--- src/rtl/ntt_butterfly.sv ---
`default_nettype none
// ============================================================================
// Module : mo_mul / ntt_butterfly
// Brief  : Montgomery multiplier and pipelined Kyber CT/GS butterfly
// Rev    : 1.0
// ============================================================================

module mo_mul #(
  parameter int W      = 12,
  parameter int Q      = 3329,
  parameter int STAGES = 12
) (
  input  logic         clk,
  input  logic [W-1:0] a,
  input  logic [W-1:0] b,
  output logic [W+1:0] t
);

  // Newton iteration for Q^-1 mod 2^W; each step doubles the correct low bits.
  function automatic logic [W-1:0] calc_qinv();
    logic [W-1:0] x;
    x = W'(Q);
    for (int i = 0; i < 6; i++) x = x * (W'(2) - W'(Q) * x);
    return x;
  endfunction

  localparam int PW = 2 * W + 2;
  localparam logic [W-1:0]        c_qinv = calc_qinv();
  localparam logic signed [W+1:0] c_q_x  = (W + 2)'(Q);
  localparam logic signed [PW-1:0] c_q_p = PW'(Q);

  logic [2*W-1:0]        r_prod1;
  logic [2*W-1:0]        r_prod2;
  logic [W-1:0]          r_m2;
  logic signed [W+1:0]   r_t3;
  logic [W-1:0]          w_m;
  logic signed [PW-1:0]  w_diff;
  logic signed [W+1:0]   w_red;
  logic signed [W+1:0]   w_t;
  logic                  unused_low;

  // prod - m*Q is an exact multiple of 2^W, so the quotient is just the top bits.
  always_comb begin
    w_m    = r_prod1[W-1:0] * c_qinv;
    w_diff = $signed({2'b00, r_prod2}) - PW'($signed(r_m2)) * c_q_p;
    w_red  = $signed(w_diff[PW-1:W]);
    w_t    = (w_red >= c_q_x) ? w_red - c_q_x : w_red;
  end

  assign unused_low = ^w_diff[W-1:0];

  always_ff @(posedge clk) begin
    r_prod1 <= (2 * W)'(a) * (2 * W)'(b);
    r_prod2 <= r_prod1;
    r_m2    <= w_m;
    r_t3    <= w_t;
  end

  generate
    if (STAGES > 3) begin : g_pad
      logic [W+1:0] r_pad [STAGES-3];
      always_ff @(posedge clk) begin
        r_pad[0] <= r_t3;
        for (int i = 1; i < STAGES - 3; i++) r_pad[i] <= r_pad[i-1];
      end
      assign t = r_pad[STAGES-4];
    end else begin : g_nopad
      assign t = r_t3;
    end
  endgenerate

endmodule

module ntt_butterfly #(
  parameter int MUL_STAGE_CNT = 12,
  parameter int Q             = 3329,
  parameter int TAG_W         = 8
) (
  input  logic                     clk,
  input  logic                     rst,
  input  logic                     in_valid,
  input  logic                     in_mode,
  input  logic [MUL_STAGE_CNT-1:0] in_u,
  input  logic [MUL_STAGE_CNT-1:0] in_v,
  input  logic [MUL_STAGE_CNT-1:0] in_w,
  input  logic [TAG_W-1:0]         in_tag,
  output logic                     out_valid,
  output logic [MUL_STAGE_CNT-1:0] out_u,
  output logic [MUL_STAGE_CNT-1:0] out_v,
  output logic [TAG_W-1:0]         out_tag
);

  localparam int W  = MUL_STAGE_CNT;
  localparam int XW = W + 2;
  localparam logic signed [XW-1:0] c_q_x = XW'(Q);

  logic signed [XW-1:0] w_u_x, w_v_x, w_sum, w_dif;
  logic [W-1:0]         w_mul_a, w_p;
  logic [XW-1:0]        w_t_raw;
  logic signed [XW-1:0] w_t_x, w_p_x, w_ct_u, w_ct_v, w_gs_v;
  logic [W-1:0]         w_nxt_u, w_nxt_v;
  logic                 unused_hi;

  logic [W-1:0]         r_dl_valid;
  logic [W-1:0]         r_dl_mode;
  logic [TAG_W-1:0]     r_dl_tag [W];
  logic [W-1:0]         r_dl_p   [W];

  always_comb begin
    w_u_x = $signed({2'b00, in_u});
    w_v_x = $signed({2'b00, in_v});
    w_sum = w_u_x + w_v_x;
    if (w_sum >= c_q_x) w_sum = w_sum - c_q_x;
    w_dif = w_u_x - w_v_x;
    if (w_dif[XW-1]) w_dif = w_dif + c_q_x;
    w_mul_a = in_mode ? w_dif[W-1:0] : in_v;
    w_p     = in_mode ? w_sum[W-1:0] : in_u;
  end

  mo_mul #(
    .W      (W),
    .Q      (Q),
    .STAGES (MUL_STAGE_CNT)
  ) u_mo_mul (
    .clk (clk),
    .a   (w_mul_a),
    .b   (in_w),
    .t   (w_t_raw)
  );

  // Only the valid bits are cleared; stale data behind a 0 valid is never emitted.
  always_ff @(posedge clk) begin
    if (rst) r_dl_valid <= '0;
    else     r_dl_valid <= {r_dl_valid[W-2:0], in_valid};
  end

  always_ff @(posedge clk) begin
    r_dl_mode   <= {r_dl_mode[W-2:0], in_mode};
    r_dl_tag[0] <= in_tag;
    r_dl_p[0]   <= w_p;
    for (int i = 1; i < W; i++) begin
      r_dl_tag[i] <= r_dl_tag[i-1];
      r_dl_p[i]   <= r_dl_p[i-1];
    end
  end

  always_comb begin
    w_t_x  = $signed(w_t_raw);
    w_p_x  = $signed({2'b00, r_dl_p[W-1]});
    w_ct_u = w_p_x + w_t_x;
    if (w_ct_u[XW-1])          w_ct_u = w_ct_u + c_q_x;
    else if (w_ct_u >= c_q_x)  w_ct_u = w_ct_u - c_q_x;
    w_ct_v = w_p_x - w_t_x;
    if (w_ct_v[XW-1])          w_ct_v = w_ct_v + c_q_x;
    else if (w_ct_v >= c_q_x)  w_ct_v = w_ct_v - c_q_x;
    w_gs_v  = w_t_x[XW-1] ? w_t_x + c_q_x : w_t_x;
    w_nxt_u = r_dl_mode[W-1] ? r_dl_p[W-1]   : w_ct_u[W-1:0];
    w_nxt_v = r_dl_mode[W-1] ? w_gs_v[W-1:0] : w_ct_v[W-1:0];
  end

  assign unused_hi = ^{w_sum[XW-1:W], w_dif[XW-1:W], w_ct_u[XW-1:W],
                       w_ct_v[XW-1:W], w_gs_v[XW-1:W]};

  always_ff @(posedge clk) begin
    if (rst) begin
      out_valid <= 1'b0;
      out_u     <= '0;
      out_v     <= '0;
      out_tag   <= '0;
    end else begin
      out_valid <= r_dl_valid[W-1];
      if (r_dl_valid[W-1]) begin
        out_u   <= w_nxt_u;
        out_v   <= w_nxt_v;
        out_tag <= r_dl_tag[W-1];
      end
    end
  end

endmodule
`default_nettype wire

--- config.mk ---
export PLATFORM = sky130hd
export DESIGN_NAME = ntt_butterfly
export DESIGN_NICKNAME = d
export VERILOG_FILES = /design/src/rtl/ntt_butterfly.sv
export SDC_FILE = /design/constraint.sdc
export NUM_CORES = 1
export LEC_CHECK = 0
export CORE_ASPECT_RATIO = 1.2
export CORE_UTILIZATION = 55
export CTS_CLUSTER_DIAMETER = 200
export CTS_CLUSTER_SIZE = 30
export DETAILED_ROUTE_END_ITERATION = 10
export PLACE_DENSITY = 0.76
export SLEW_MARGIN = 20
export SYNTH_ARGS = -nofsm -noshare
export SYNTH_HDL_FRONTEND = slang
export SYNTH_SLANG_ARGS = --single-unit
export TNS_END_PERCENT = 30
--- constraint.sdc ---
create_clock -name clk -period 10.25 [get_ports clk]
set_input_delay 3.075 -clock clk [delete_from_list [all_inputs] [get_ports clk]]
set_output_delay 3.075 -clock clk [all_outputs]
set_load 0.03 [all_outputs]
## Word-level counts from Yosys, hierarchy flattened

Memories as Yosys holds them, arrays and structs flattened. A register that Yosys moved wholly into a read port is not among the register bits.
Index checks and enable logic that the tools add are counted.

- Register bits after elaboration: 123
- RAM bits: 366
- Bits of input ports: 48
- Output and inout bits: 33
- Logic and storage cells: 44
- Memories kept: 3

- Add/sub/neg operators: 13
- $mul: 3
- Magnitude comparators: 4
- Mux-type cells: 12

Memories:

| name | depth | bits a word | rd ports | clocked after memory_dff | wr ports | line | text |
|---|---|---|---|---|---|---|---|
| r_dl_p | 12 | 12 | 12 | 0 | 12 | 107 | `logic [W-1:0] r_dl_p [W];` |
| u_mo_mul.g_pad.r_pad | 9 | 14 | 9 | 0 | 9 | 61 | `logic [W+1:0] r_pad [STAGES-3];` |
| r_dl_tag | 12 | 8 | 12 | 1 | 12 | 106 | `logic [TAG_W-1:0] r_dl_tag [W];` |

Operator list:

| cell | number |
|---|---|
| 2-to-1 mux 12 bit | 11 |
| adder 12 x 11 -> 12 bit (second input constant) | 4 |
| greater-or-equal comparator 14 x 13 -> 1 bit (second input constant) | 3 |
| subtractor 25 x 26 -> 26 bit | 1 |
| multiplier 12 x 13 -> 25 bit (second input constant) | 1 |
| multiplier 12 x 12 -> 24 bit | 1 |
| subtractor 12 x 11 -> 12 bit (second input constant) | 2 |
| adder 13 x 14 -> 14 bit | 1 |
| 2-to-1 mux 14 bit | 1 |
| subtractor 13 x 14 -> 14 bit | 1 |
| subtractor 14 x 13 -> 14 bit (second input constant) | 1 |
| adder 12 x 12 -> 13 bit | 1 |
| greater-or-equal comparator 13 x 12 -> 1 bit (second input constant) | 1 |
| subtractor 12 x 12 -> 13 bit | 1 |
| multiplier 12 x 10 -> 12 bit (second input constant) | 1 |
| subtractor 12 bit (second input constant) | 1 |

## Depth between registers and ports, before layout

Gate-level depths: netlist (run 1).
An unclocked memory read counts as a cell.

- Depth after elaboration: 6
- Gate-level depth with buffers: 37
- Gate-level depth less buffers: 36

## Modules after synthesis

A second synthesis (run 1) with hierarchy kept.

- Cells, all modules: 2204
- Area, all modules: 23080.9 um2

By module, submodules not included:

| module | times used | cells each | area an instance (um2) | seq. area each (um2) |
|---|---|---|---|---|
| mo_mul | 1 | 1101 | 11584.9 | 3843.7 |
| ntt_butterfly | 1 | 1103 | 11496.0 | 5945.7 |

## Worst setup path after synthesis (run 1)

Ideal clock, no wire load.

- Kind: input to register
- Start point: input in_u[0]
- End point: register u_mo_mul.r_prod1[20]
- Library setup time: 120 ps
- Data arrival time: 10173 ps
- Required time: 10130 ps
- Path slack: -43 ps
- Stages: 34
- Path buffers: 1
- Cells stage by stage: inv_1 -> ha_1 -> fa_1 -> nor2b_1 -> o21ai_1 -> a21boi_1 -> o21ai_0 -> nand2b_1 -> a31oi_1 -> o211ai_1 -> a21boi_0 -> xnor2_1 -> a21oi_1 -> clkbuf_1 -> nand2_1 -> fa_1 -> inv_1 -> ha_1 -> fa_1 -> inv_1 -> fa_1 -> fa_1 -> inv_1 -> ha_1 -> o21ai_0 -> a21boi_0 -> o21a_1 -> o21ai_0 -> a21oi_1 -> a211oi_1 -> o41ai_1 -> a21o_1 -> a21oi_1 -> xnor2_1

- Longest elaborated chain between the ends: 5

Ends and longest elaborated chain:

| element | line | text |
|---|---|---|
| from (decl) | 83 | `input logic [MUL_STAGE_CNT-1:0] in_u,` |
| subtractor 12 x 12 -> 13 bit * | 114 | `w_dif = w_u_x - w_v_x;` |
| adder 12 x 11 -> 12 bit | 115 | `if (w_dif[XW-1]) w_dif = w_dif + c_q_x;` |
| 2-to-1 mux 12 bit * | 115 |  |
| 2-to-1 mux 12 bit * | 116 | `w_mul_a = in_mode ? w_dif[W-1:0] : in_v;` |
| multiplier 12 x 12 -> 24 bit * | 53 | `r_prod1 <= (2 * W)'(a) * (2 * W)'(b);` |
| to (signal assigned) | 53 |  |
| to (decl) | 32 | `logic [2*W-1:0] r_prod1;` |

Every way passes the cells marked *; elsewhere a longest branch is shown, timed or not.
A chain may end at the register's enable or synchronous reset.

## Worst setup path after layout (run 1)

- Start point: input in_u[2]
- End point: register u_mo_mul.r_prod1[23]

Same word-level chain as after synthesis.

==> impl_metrics.csv, run 1 <==
group,metric,value,unit
global_routing,grt_max_degree,31,
finish,num_antenna_cells,0,
clock_network,cts_tree,"done",
placement,place.port_buffers,80,
clock_network,numCtsBuffers,20,
floorplan,fp.dieW,187,µm
floorplan,chipHeight,224,µm
finish,drive_above_1_share,9.58,%
routing,dr.pass1.iters,6,
synthesis,async_flop_share,0,%
placement,post-dp-hpwl,34300,µm
synthesis,syn-num-nets,2539,
floorplan,io_pins,81,
floorplan,rows,80,
setup_path,r2r-end,"u_mo_mul.r_t3[11]",
synthesis,ys.flop_type,"dfxtp_1",
synthesis,yosys.area.top_type_share,43.5,%
finish,layout.nets,2708,
routing,drc,0,
flow_run,drv_cap,0,
status,outcome,"complete, no violations",
floorplan,start_util,56.2,%
synthesis,synth_common_cells,"dfxtp_1, inv_1, ha_1, nand2_1, fa_1",
clock_network,insertion_delay,0.55,ns
sta,hold_viol_final,0,
placement,place.gp.congestion,0.947,
min_path,min_from,"u_mo_mul.g_pad.r_pad[0][94]",
sta,fmax,101,MHz
floorplan,dieArea,41700,µm²
global_routing,grt_pass1_vias,15200,
floorplan,core,40000,µm²
synthesis,syn_inst,2159,
setup_path,start_kind,"primary input",
sta,fin_crit_sh,96.5,%
setup_path,crit_path_max_fanout,5,
sta,clock_skew,0.0316,ns
setup_path,crit_path_frequent_cell,"fa_1",
finish,syn2layout_area_growth,13.3,%
setup_path,slowest_delay,0.54,ns
routing,ant_nets,0,
synthesis,yosysTopAreaCell,"dfxtp_1",
synthesis,seq_area_frac_synth,43.5,%
finish,fin_util,63.7,%
setup_path,worst_ep_arrival_time,10.36,ns
clock_network,root_buffer,"clkbuf_16",
sta,finalCriticalPeriod,9.89,ns
setup_path,reg2regPathDepth,28,
clock_network,clk_pin_slew,0.12,ns
clock_network,ctsHoldBuffers,0,
synthesis,synth_cell_types,87,
routing,drtIter0Drc,598,
synthesis,syn_avg_cell_area,10.4,µm²
finish,fillCellCount,3221,
routing,vias,15000,
routing,post_drt_wl_per_cell,14.9,µm
routing,finalWirelength,42500,µm
global_routing,grt_pass1_wl,70300,µm
setup_path,critPathRequiredTime,10.71,ns
sta,layout_setup_ws,0.356,ns
sta,worstMarginPinSlew,0.967,ns
min_path,hp-class,"reg -> reg",
synthesis,yosysMostFrequentCell,"dfxtp_1",
placement,post-place-ws,-0.740,ns
global_routing,antenna_found_initial,0,
sta,rsz0062_at_grt,"false",
setup_path,cp_slowest_cell,"fa_1",
synthesis,synth_edf_count,0,
setup_path,reg2reg_slack,3.00,ns
min_path,min_to,"u_mo_mul.g_pad.r_pad[0][108]",
sta,slew_viol_final,0,
synthesis,syn_area,22500,µm²
clock_network,htreeDepth,1,
global_routing,grt_overflow_total,0,
global_routing,grt_usage,20.3,%
setup_path,worst-setup-path-type,"in -> reg",
min_path,whs_path_depth,0,
sta,finalSetupViolCount,0,
setup_path,endpoint_kind,"flip-flop",
synthesis,synth_seq_cells,489,
sta,timing.slew.headroom,35.3,%
routing,drt-vias-per-instance,5.24,
clock_network,clockBufferDepth,3,
setup_path,r2r_start,"u_mo_mul.r_prod2[1]",
synthesis,synth_area_leaders,"dfxtp_1, ha_1, fa_1",
synthesis,ys_warn_count,0,
clock_network,cts_sinks,489,
## critical path: cells and delay by family
kind / cells / cell delay (ns)
compound gates: 11 / 1.62
fa+ha+maj: 7 / 3.17
buf+inv: 6 / 0.94
simple gates: 7 / 1.40
xor+xnor: 1 / 0.14
## sequential cells by signal, summed over array words and instances, names as in the netlist
signal / count
out_tag: 8
r_dl_mode: 12
u_mo_mul.r_t3: 14
r_dl_valid: 12
out_valid: 1
u_mo_mul.r_m2: 4
u_mo_mul.g_pad.r_pad: 126
out_u: 12
out_v: 12
r_dl_p: 144
u_mo_mul.r_prod2: 24
u_mo_mul.r_prod1: 24
r_dl_tag: 96
## logic make-up after synthesis
| family | Yosys count | share of synthesized area (%) |
|---|---|---|
| xor gates and xnor gates | 145 | 5.79 |
| DFF | 489 | 43.5 |
| and+or+nand+nor | 529 | 11.9 |
| adders and majority gates | 332 | 22.6 |
| buffers and inverters | 309 | 5.31 |
| muxes | 22 | 1.04 |
| AOI/OAI and AO/OA | 333 | 9.96 |
## layout make-up
class / count / area, µm² / area share [%]
Clock buffer: 21 / 526 / 2.06
Clock inverter: 1 / 30.0 / 0.118
Inverter: 248 / 931 / 3.65
Multi-Input combinational cell: 1361 / 11800 / 46.2
Sequential cell: 489 / 9790 / 38.4
Tap cell: 533 / 667 / 2.62
Timing Repair Buffer: 208 / 1780 / 6.97
## worst max path at each step
| stage | startpoint | to | slack (ns) |
|---|---|---|---|
| 2_1_floorplan | in_u[0] | u_mo_mul.r_prod1[23] | -0.02 |
| 3_3_place_gp | in_v[1] | u_mo_mul.r_prod1[23] | -0.52 |
| 3_5_place_dp | in_v[1] | u_mo_mul.r_prod1[23] | -0.74 |
| 4_1_cts | in_v[2] | u_mo_mul.r_prod1[23] | -0.03 |
| 5_1_grt | in_u[2] | u_mo_mul.r_prod1[23] | 0.01 |
| 6_report | in_u[2] | u_mo_mul.r_prod1[23] | 0.36 |
## cell usage in the layout (no fill, tap or decap), drive strengths merged, types with 12 or more instances in the layout
cell           instances
inv                  247
o211ai                13
nand2b                22
mux2                  12
xor2                  45
dfxtp                489
fa                   123
clkdlybuf4s50         75
ha                   209
or3                   17
nor2b                 53
o21a                  17
a31oi                 15
and2                  62
o21ai                 65
nand2                150
xnor2                100
buf                  128
nor2                 101
nand3                 28
a211oi                17
and3                  18
nor3                  27
clkbuf                21
a21oi                 88
## through the flow
step	hold slack [ns]	area [µm²]	setup TNS, ns	std cells
3_5_place_dp	0.312	24600	-4.95	2824
3_3_place_gp	0.310	24600	-3.01	2824
2_1_floorplan	0.310	22500	-0.0237	2159
5_1_grt	0.315	25500	0	2861
4_1_cts	0.312	25200	-0.0521	2846
6_report	0.306	25500	0	2861
## per-layer routing
layer | track usage [%] | share of wire (%) | routed length (µm)
met4 | 8.49 | 3.5 | 1510
met3 | 1.93 | 3.3 | 1400
met1 | 22.6 | 40 | 17100
met5 | 0 | 0 | 0
met2 | 39.3 | 53 | 22500
## what timing repair did
item / CTS / global route
pin swaps: 1 / 39
cloned: 0 / 1
setup endpoints to repair: 5 / 9
buffers inserted: 0 / 14
resized for setup: 7 / 55
Power of run 1 is not shown: default switching activity piles up to over one toggle a cycle in this logic, so the estimate is an artifact.
==> run 2, diff against run 1 <==
- CORE_UTILIZATION: 55 -> 58
- DONT_BUFFER_PORTS: default -> 1
==> run 2 against run 1 <==
Effect of this change: via count is 5.4% lower; clock skew is 0.0055 ns lower; maximum frequency is 1.7% higher; worst setup slack better by 0.17 ns; cell area is 7.2% lower; sequential cell count stayed put; clock-buffer cell count stayed put; non-clock buffer count is 178 lower; critical endpoint is now u_mo_mul.r_prod1[20].
==> impl_metrics.csv, run 2 (synthesized netlist as in run 1, its figures left out) <==
group,metric,value,unit
routing,post_drt_wl_per_cell,15.3,µm
setup_path,cp_slowest_cell,"fa_1",
clock_network,insertion_delay,0.54,ns
clock_network,htreeDepth,1,
placement,post-dp-hpwl,32300,µm
finish,final_cell_mix,"dfxtp_1, inv_1, ha_1, nand2_1, fa_1",
floorplan,chipHeight,218,µm
setup_path,crit_end,"u_mo_mul.r_prod1[20]",
setup_path,reg2reg_slack,2.96,ns
setup_path,critPathRequiredTime,10.71,ns
global_routing,grt_pass1_wl,67900,µm
setup_path,cp_num_buf_inv,8,
routing,ant_nets,0,
setup_path,worst_ep_arrival_time,10.19,ns
routing,met1_length,16400,µm
sta,timing.slew.headroom,36.5,%
global_routing,grt_max_degree,43,
floorplan,dieArea,39600,µm²
routing,top_layer,"met4",
sta,slew_viol_final,0,
setup_path,crit_path_frequent_cell,"inv_1",
finish,multi_input_area,11600,µm²
clock_network,ctsHoldBuffers,0,
global_routing,grt_overflow_total,0,
routing,met2_length,21300,µm
routing,drc,0,
clock_network,clk_pin_slew,0.12,ns
sta,worstMarginPinSlew,0.951,ns
clock_network,cts_post_setup_buffers_inserted,0,
floorplan,io_pins,81,
setup_path,reg2regPathDepth,29,
global_routing,grt_pass1_vias,14600,
min_path,whs_path_depth,0,
setup_path,worst-setup-path-type,"in -> reg",
placement,place.port_buffers,0,
global_routing,antenna_found_initial,0,
floorplan,rows,78,
min_path,hp-class,"reg -> reg",
finish,fillCellCount,3076,
floorplan,core,38100,µm²
setup_path,r2r-end,"u_mo_mul.r_t3[11]",
sta,finalSetupViolCount,0,
routing,finalWirelength,40300,µm
routing,dr.pass1.iters,5,
finish,largest_reg_flops,144,
finish,top_regs,"r_dl_p (144), u_mo_mul.g_pad.r_pad (126), r_dl_tag (96)",
sta,rsz0062_at_grt,"false",
clock_network,cts_resized,0,
finish,num_antenna_cells,0,
sta,hold_viol_final,0,
setup_path,start_kind,"primary input",
setup_path,r2r_start,"u_mo_mul.r_prod2[1]",
finish,max_flop_register,"r_dl_p",
finish,ff_latch_area,9790,µm²
setup_path,path_depth,38,
floorplan,fp.dieW,182,µm
finish,fin_util,62.2,%
finish,drive_above_1_share,4.19,%
routing,vias,14200,
clock_network,cts_sinks,489,
setup_path,crit_path_max_fanout,11,
sta,fin_crit_sh,94.9,%
global_routing,grt_usage,20.9,%
flow_run,drv_cap,0,
floorplan,start_util,59.1,%
finish,layout.cells.most_common,"dfxtp_1",
finish,syn2layout_area_growth,5.09,%
clock_network,root_buffer,"clkbuf_16",
sta,clock_skew,0.0261,ns
setup_path,slowest_delay,0.53,ns
sta,fmax,103,MHz
setup_path,startpoint,"in_u[0]",
clock_network,numCtsBuffers,20,
routing,drtIter0Drc,687,
clock_network,clockBufferDepth,3,
routing,wl_met3,1570,µm
finish,layout.nets,2530,
routing,drt-vias-per-instance,5.40,
setup_path,path_delay_family,"adder cells",
sta,hold_ws,0.314,ns
clock_network,cts_tree,"done",
status,outcome,"complete, no violations",
setup_path,endpoint_kind,"flip-flop",
sta,finalCriticalPeriod,9.73,ns
placement,place.gp.congestion,0.922,
run 2: layout make-up:
class                           instances  area share [%]
Sequential cell                       489            41.4
Tap cell                              480            2.54
Inverter                              248            3.94
Multi-Input combinational cell       1361            48.8
Timing Repair Buffer                   30           0.952
Clock inverter                          1           0.127
Clock buffer                           21            2.22
run 2: worst min path at each step:
stage	start	to	slack [ns]
final	u_mo_mul.g_pad.r_pad[0][80]	u_mo_mul.g_pad.r_pad[0][94]	0.31
after floorplan	r_dl_mode[9]	r_dl_mode[10]	0.31
after global routing	r_dl_p[2][22]	r_dl_p[2][34]	0.32
after global placement	r_dl_p[2][29]	r_dl_p[2][41]	0.31
after detailed placement	r_dl_p[0][36]	r_dl_p[1][0]	0.31
after CTS	r_dl_p[2][26]	r_dl_p[2][38]	0.32
run 2: worst register-to-register path: cells and delay by family (launching register included):
family                     cells  cell delay (ns)
buffers and inverters          5             0.31
adders and majority gates      7             2.36
DFF                            1             0.44
AOI/OAI and AO/OA             10             2.94
xor gates and xnor gates       2             0.45
and+or+nand+nor                5             0.72
run 2: stage by stage:
step                      instances  instance area (µm²)  setup TNS, ns  worst slack [ns]
after floorplan                2159                22500        -0.0237           -0.0237
after global placement         2608                23100              0          0.000981
after detailed placement       2608                23100         -0.294            -0.103
after CTS                      2630                23600              0             0.445
after global routing           2630                23700              0            0.0455
final                          2630                23700              0             0.521
run 2: per-layer routing:
metal | up-vias | GRT usage, %
met4 | 0 | 6.69
li1 | 7077 | -
met2 | 291 | 40.8
met3 | 69 | 2.69
met1 | 6754 | 23.2
met5 | - | 0
Power of run 2 is left out for the same reason.
